--- src/rtl/div_pkg.sv ---
// Shared definitions for the sequential restoring divider: default widths and FSM state type.
package div_pkg;

    localparam int unsigned N_W_DEF   = 16;
    localparam int unsigned D_W_DEF   = 8;
    localparam int unsigned CNT_W_DEF = $clog2(N_W_DEF);

    typedef enum logic [1:0] {
        IDLE = 2'd0,
        RUN  = 2'd1,
        DONE = 2'd2
    } state_t;

endpackage

--- src/rtl/div_step.sv ---
// One radix-2 restoring division iteration: shift in the next dividend bit, trial-subtract.
module div_step #(
    parameter int unsigned D_W = 8
) (
    input  logic [D_W-1:0] r_in,
    input  logic           q_bit_in,
    input  logic [D_W-1:0] divisor,
    output logic [D_W-1:0] r_out,
    output logic           q_bit
);

    logic [D_W:0] r_shift;
    logic [D_W:0] div_ext;

    always_comb begin
        r_shift = {r_in, q_bit_in};
        div_ext = {1'b0, divisor};
        q_bit   = (r_shift >= div_ext);
        // After a successful subtract the result is below divisor, so it fits in D_W bits.
        r_out   = q_bit ? D_W'(r_shift - div_ext) : r_shift[D_W-1:0];
    end

endmodule

--- src/rtl/seq_restoring_divider.sv ---
// Iterative unsigned restoring divider, one quotient bit per clock, valid/ready on both sides.
// Optional DIV_ZERO_SHORTCUT_EN: a zero divisor skips the iterations and completes in one cycle.
module seq_restoring_divider
    import div_pkg::*;
#(
    parameter int unsigned N_W = N_W_DEF,
    parameter int unsigned D_W = D_W_DEF
) (
    input  logic           clk,
    input  logic           rst,
    input  logic           in_valid,
    output logic           in_ready,
    input  logic [N_W-1:0] dividend,
    input  logic [D_W-1:0] divisor,
    output logic           out_valid,
    input  logic           out_ready,
    output logic [N_W-1:0] quotient,
    output logic [D_W-1:0] remainder,
    output logic           div_zero
);

    localparam int unsigned CNT_W = $clog2(N_W);

    state_t         state;
    logic [CNT_W-1:0] count;
    logic [N_W-1:0] q_sr;
    logic [D_W-1:0] r;
    logic [D_W-1:0] divisor_q;

    logic [D_W-1:0] r_next;
    logic           q_bit;
    logic [N_W-1:0] q_next;

    div_step #(.D_W(D_W)) u_step (
        .r_in     (r),
        .q_bit_in (q_sr[N_W-1]),
        .divisor  (divisor_q),
        .r_out    (r_next),
        .q_bit    (q_bit)
    );

    assign q_next = {q_sr[N_W-2:0], q_bit};

    // Control FSM plus datapath registers; all outputs are registered.
    always_ff @(posedge clk) begin
        if (rst) begin
            state     <= IDLE;
            in_ready  <= 1'b1;
            out_valid <= 1'b0;
            quotient  <= '0;
            remainder <= '0;
            div_zero  <= 1'b0;
            count     <= '0;
            q_sr      <= '0;
            r         <= '0;
            divisor_q <= '0;
        end else begin
            case (state)
                IDLE: begin
                    if (in_valid && in_ready) begin
                        q_sr      <= dividend;
                        r         <= '0;
                        count     <= '0;
                        divisor_q <= divisor;
                        div_zero  <= (divisor == '0);
                        in_ready  <= 1'b0;
`ifdef DIV_ZERO_SHORTCUT_EN
                        if (divisor == '0) begin
                            state     <= DONE;
                            out_valid <= 1'b1;
                            quotient  <= '1;
                            remainder <= dividend[D_W-1:0];
                        end else begin
                            state <= RUN;
                        end
`else
                        state <= RUN;
`endif
                    end
                end
                RUN: begin
                    q_sr  <= q_next;
                    r     <= r_next;
                    count <= count + CNT_W'(1);
                    if (count == CNT_W'(N_W - 1)) begin
                        state     <= DONE;
                        out_valid <= 1'b1;
                        quotient  <= q_next;
                        remainder <= r_next;
                    end
                end
                DONE: begin
                    if (out_ready) begin
                        state     <= IDLE;
                        out_valid <= 1'b0;
                        in_ready  <= 1'b1;
                    end
                end
                default: begin
                    state     <= IDLE;
                    in_ready  <= 1'b1;
                    out_valid <= 1'b0;
                end
            endcase
        end
    end

endmodule
--- config.mk ---
export PLATFORM = sky130hd
export DESIGN_NAME = seq_restoring_divider
export DESIGN_NICKNAME = d
export VERILOG_FILES = /design/src/rtl/div_pkg.sv /design/src/rtl/div_step.sv /design/src/rtl/seq_restoring_divider.sv
export SDC_FILE = /design/constraint.sdc
export NUM_CORES = 1
export LEC_CHECK = 0
export CAP_MARGIN = 40
export CORE_UTILIZATION = 30
export DETAILED_ROUTE_END_ITERATION = 10
export PLACE_DENSITY_LB_ADDON = 0.08
export SYNTH_ARGS = -nofsm -noshare
export SYNTH_HDL_FRONTEND = slang
export SYNTH_SLANG_ARGS = --single-unit
--- constraint.sdc ---
create_clock -name clk -period 4 [get_ports clk]
set_input_delay 0.4 -clock clk [delete_from_list [all_inputs] [get_ports clk]]
set_output_delay 0.4 -clock clk [all_outputs]
set_load 0.02 [all_outputs]
* Yosys cells after proc, flatten, opt, wreduce, memory -nomap -nowiden
Cells that the tools add are included.
** Word-level totals
- Bits in writable memories :: 0
- Bits in read-only memories :: 0
- Word-level logic and storage cells :: 48
- Bits in latches :: 0
- Register bits after elaboration :: 65
- Memories kept :: 0
- Input bits :: 28
- Output and inout bits :: 27
** Operators by class
- Reduce and logical (&&, ||, !) cells :: 10
- Bitwise logic cells :: 2
- Multiplexer cells :: 17
- Div/mod/pow operators :: 0
- Magnitude comparators :: 1
- Multiply operators :: 0
- $add $sub $neg :: 2
- Eq/ne operators :: 6
- Shifts and indexed selects :: 0
** Operators by type and width (number)
- one-hot mux 16 bit (2 select lines) :: 1
- two-way mux 16 bit :: 1
- two-way mux 8 bit :: 2
- one-hot mux 8 bit (2 select lines) :: 1
- greater-or-equal comparator 9 x 8 -> 1 bit :: 1
- AND reduction 3 bit :: 3
- zero test 8 bit :: 1
- one-hot mux 4 bit (2 select lines) :: 1
- subtractor 8 bit :: 1
- two-way mux 2 bit :: 3
- != test 2 bit (second input constant) :: 3
- one-hot mux 1 bit (3 select lines) :: 2
- one-hot mux 2 bit (3 select lines) :: 1
- AND reduction 2 bit :: 3
- adder 4 x 1 -> 4 bit (second input constant) :: 1
- equality test 4 bit (second input constant) :: 1
- two-way mux 1 bit :: 4
- two-way mux 4 bit :: 1
- equality test 2 x 1 -> 1 bit (second input constant) :: 1
- equality test 2 bit (second input constant) :: 1
- zero test 2 bit :: 1
- NOT 1 bit :: 2
- nonzero test 2 bit :: 1
- logical AND 1 bit :: 1

* Depth between registers and ports, before layout
- Depth in word-level cells :: 3
- Depth in mapped cells :: 9
- Depth with buffers taken out :: 9

* Modules after synthesis
From an unflattened synthesis, not the netlist that was laid out.
** Second synthesis, totals
- Cell total of the unflattened synthesis :: 359
- Area total of the unflattened synthesis :: 3204.3 µm²
** Modules (own cells, without submodules)
- seq_restoring_divider :: cells an instance 293, area each 2665.1 µm², instances 1, sequential area each 1301.2 µm²
- div_step :: cells an instance 66, area each 539.3 µm², instances 1, sequential area each 0.0 µm²

* Least setup slack after synthesis
No wires, ideal clock.
- Path type :: reg-to-reg
- Start :: register divisor_q[6]
- End :: register r[2]
- Period minus slack after synthesis :: 1.998 ns
- Path buffers :: 1
- Cell stages (with the launch flop) :: 9
- Path slack :: 2.002 ns
- Data arrival time :: 1.881 ns
- Data required time :: 3.883 ns
- Setup time :: 0.117 ns
- Cells stage by stage :: dfxtp_1 inv_1 ha_1 a21oi_2 nor2b_1 or3_1 buf_4 or3_1 a32o_1
** Between the ends
- Word-level cells in the longest chain between the ends :: 3
** Ends and longest elaborated chain
- start: declaration :: RTL line seq_restoring_divider.sv:28 : logic [D_W-1:0] divisor_q;
- start signal: assignment :: RTL line seq_restoring_divider.sv:64 : divisor_q <= divisor;
- greater-or-equal comparator 9 x 8 -> 1 bit :: RTL line div_step.sv:18 : q_bit = (r_shift >= div_ext);
- two-way mux 8 bit :: RTL line div_step.sv:20 : r_out = q_bit ? D_W'(r_shift - div_ext) : r_shift[D_W-1:0];
- one-hot mux 8 bit (2 select lines) :: RTL line seq_restoring_divider.sv:58 : case (state)
- end signal: assignment :: RTL line seq_restoring_divider.sv:83 : r <= r_next;
- end: declaration :: RTL line seq_restoring_divider.sv:27 : logic [D_W-1:0] r;
Every way passes these cells.
A chain may end at the register's enable or synchronous reset.

* Final worst setup path
- Start :: register r[4]
- End :: register r[6]
** Between the ends
- Word-level cells in the longest chain between the ends :: 3
- Elaborated cells between the ends (all ways) :: 4
- Those cells by class :: add/sub: 1; order compare: 1; mux: 2
** Ends and longest elaborated chain (RTL line)
- subtractor 8 bit / greater-or-equal comparator 9 x 8 -> 1 bit (equally long branches) :: div_step.sv:20, div_step.sv:18
- two-way mux 8 bit * :: div_step.sv:20
- one-hot mux 8 bit (2 select lines) * :: seq_restoring_divider.sv:58
Mark *: on every way between the ends. The rest lies on a longest branch, timed or not.

==> run_results.csv <==
group,metric,value,unit
critical_path,startpoint_type,"flip-flop",
grt,grt_max_degree,37,
grt,grt_remaining_overflow,0,
route,via_per_inst,5.000,
synth,synth-simple-area-share,22.96,%
synth,synth_edf_count,0,
route,drtIter0Drc,134,
placement,port_buffers,54,
route,wl_met1,4264,µm
route,topRoutingLayerUsed,"met4",
route,route.vias.total,2925,
clock_tree,cts_made_buffers,9,
critical_path,cpMaxStageDelayCell,"a31oi_4",
synth,yosys_warnings,0,
sta,clock.fmax,416.6,MHz
synth,syn_inst,399,
clock_tree,cts.clk_slew.worst_paths,0.07,ns
placement,placedCellCount,569,
floorplan,start_util,30.86,%
power_and_ir_drop,p_per_area,478.9,nW/µm²
synth,async_reset_ff_share,0,%
floorplan,num_rows,37,
clock_tree,cts_sinks,65,
layout,seqCellArea,1301,µm²
placement,dpl.hpwl,5778,µm
grt,grt_pass1_wl,13710,µm
synth,syn_nets,437,
sta,relSlewSlack,48.37,%
route,ant_nets,0,
synth,synth.area.top_cells,"dfxtp_1 (41%), nand2_1 (11%), a21oi_1 (5.7%), a311oi_1 (4.7%), nor2_1 (3.9%)",
critical_path,critPathMaxStageDelay,0.47,ns
layout,final_cell_mix,"nand2_1 (92), dfxtp_1 (65), clkdlybuf4s50_1 (53)",
synth,synth-adder-area-share,4.181,%
grt,antenna_found_initial,0,
floorplan,io_pins,55,
critical_path,required,4.24,ns
critical_path,critPathCaptureType,"flip-flop",
layout,n_antenna_cell,0,
critical_path,cp-startpoint,"r[4]",
synth,ys_seq_elements,65,
floorplan,core,10280,µm²
grt,grt_pass1_vias,2685,
route,wl_per_cell,14.14,µm
floorplan,fp.dieW,104.8,µm
floorplan,die_area,10990,µm²
sta,rsz0062_at_grt,"false",
clock_tree,root_buffer,"clkbuf_8",
floorplan,die_y,104.8,µm
power_and_ir_drop,leakage,1.446,nW
clock_tree,post_cts_buffers,0,
critical_path,reg2reg_from,"r[4]",
synth,synth_xor_area_share,0.8284,%
layout,multiInputGateArea,1667,µm²
run_status,failed_checks,"design-rule violations",
run,drv_cap,0,
clock_tree,post_cts_resized,0,
run_status,status,"complete, but fails checks",
synth,yosysUniqueCellTypes,56,
clock_tree,clk_latency,0.34,ns
critical_path,cp_num_buf_inv,0,
critical_path,arrival,2.64,ns
grt,grt_util_all_layers,15.59,%
placement,gp_congestion,0.8469,
synth,synth_top_area_share,41.03,%
critical_path,crit_chain,"ha_1, nand2_1, a2111o_1, a31oi_4, o22ai_2, a311oi_1",
layout,area_delta_synth_final,26.79,%
clock_tree,htree_num_levels,3,
sta,fin_skew,0.01198,ns
sta,setup_viol_count_final,0,
layout,drive_gt1_share,7.572,%
clock_tree,cts_hold_buf,0,
synth,seq_area_frac_synth,41.03,%
sta,final.period_utilization,60.01,%
synth,synth_top_family_by_area,"compound AO/OA/AOI/OAI gates",
power_and_ir_drop,p_total,1.926,mW
route,route.detailed.drc,2,
critical_path,cp_max_fo,18,
route,drt_pass1_iterations,8,
synth,synth-compound-area-share,24.58,%
power_and_ir_drop,ir_worst_vdd,238.4,µV
critical_path,critPathTopFamily,"compound AO/OA/AOI/OAI gates",
layout,mostFrequentLayoutCell,"nand2_1",
synth,synth.avg_cell_area,7.949,µm²
sta,worst_pin_slew,0.7716,ns
route,routed_wl,8269,µm
layout,final_nets,482,
clock_tree,cts_tree,"yes",
synth,synthFlopType,"dfxtp_1",
sta,min_period,2.400,ns
critical_path,path_class,"reg -> reg",
sta,hold_violations,0,
route,route.met2.wl,3550,µm
layout,nFillCells,1093,
synth,synth_area,3172,µm²
hold_path,min_path_type,"reg -> reg",
route,routed-wl-met3,361,µm
synth,synth_top_area_cell,"dfxtp_1",
hold_path,hold_start,"divisor_q[6]",
clock_tree,cts.path.max_buffers,2,
sta,final_max_slew_viol_count,0,
synth,muxShareOfSynthArea,0,%
sta,tns,0,ns
layout,final_cell_count_no_fill,585,
## sequential cells by signal, summed over array words and instances, names as in the netlist
| name | cells |
|---|---|
| r | 8 |
| count | 4 |
| q_sr | 16 |
| out_valid | 1 |
| div_zero | 1 |
| remainder | 8 |
| state | 2 |
| divisor_q | 8 |
| in_ready | 1 |
| quotient | 16 |
## cell usage after synthesis, drive strengths merged (2+ instances only)
master / number
a311oi: 18
nand3: 10
inv: 15
clkbuf: 15
nand2: 92
nand2b: 2
nor4: 2
a31oi: 5
o21ai: 16
nor2b: 3
or3: 4
nor2: 34
xnor2: 3
nor3: 7
a211oi: 3
dfxtp: 65
o211ai: 9
ha: 9
nand3b: 5
a32o: 2
o31ai: 2
and2: 2
o21bai: 4
buf: 13
a21oi: 37
nor3b: 2
## cells by family (layout without fill, tap and decap cells)
kind of cell,after synthesis,in the layout
DFF,65,65
xor gates and xnor gates,3,3
AOI/OAI and AO/OA,111,111
and+or+nand+nor,167,167
buffers and inverters,43,93
adders and majority gates,10,10
## stage by stage
stage | area [µm²] | hold slack [ns] | utilization [%] | worst slack, ns
after global placement | 3767 | 0.4424 | 36.66 | 1.588
final | 4021 | 0.4538 | 39.13 | 1.600
after CTS | 4021 | 0.4581 | 39.13 | 1.605
after floorplan | 3172 | 0.4363 | - | 2.002
after detailed placement | 3792 | 0.4477 | 36.90 | 1.579
after global routing | 4021 | 0.4750 | 39.13 | 1.457
## tightest hold or removal path, stage by stage (launching register included)
cell     delay [ns]
dfxtp_1        0.31
nand2_1        0.05
a21oi_1        0.05
## routing by layer
| layer | GRT usage, % | up-vias |
|---|---|---|
| li1 | - | 1501 |
| met1 | 22.76 | 1343 |
| met2 | 22.61 | 74 |
| met3 | 3.057 | 7 |
| met4 | 5.433 | 0 |
| met5 | 0 | - |
## power by group
part | switching, mW | total (mW) | leakage [nW] | internal (mW)
Combinational | 0.348 | 0.559 | 0.802 | 0.212
Clock | 0.257 | 0.640 | 0.115 | 0.383
Sequential | 0.0390 | 0.727 | 0.529 | 0.688
## path summary, 6_finish.rpt
| check | to | slack (ns) | cells after the start |
|---|---|---|---|
| hold / removal | divisor_q[6] | 0.45 | 2 |
| setup / recovery | r[6] | 1.60 | 6 |
| setup reg to reg | r[6] | 1.60 | 6 |
| hold reg to reg | divisor_q[6] | 0.45 | 2 |
## final cells by class
| cell class | count | area share (%) |
|---|---|---|
| Clock buffer | 11 | 3.765 |
| Clock inverter | 5 | 1.929 |
| Inverter | 15 | 1.400 |
| Multi-Input combinational cell | 291 | 41.44 |
| Sequential cell | 65 | 32.36 |
| Tap cell | 136 | 4.231 |
| Timing Repair Buffer | 62 | 14.87 |
Note: power is estimated with default switching activity, not from simulation.
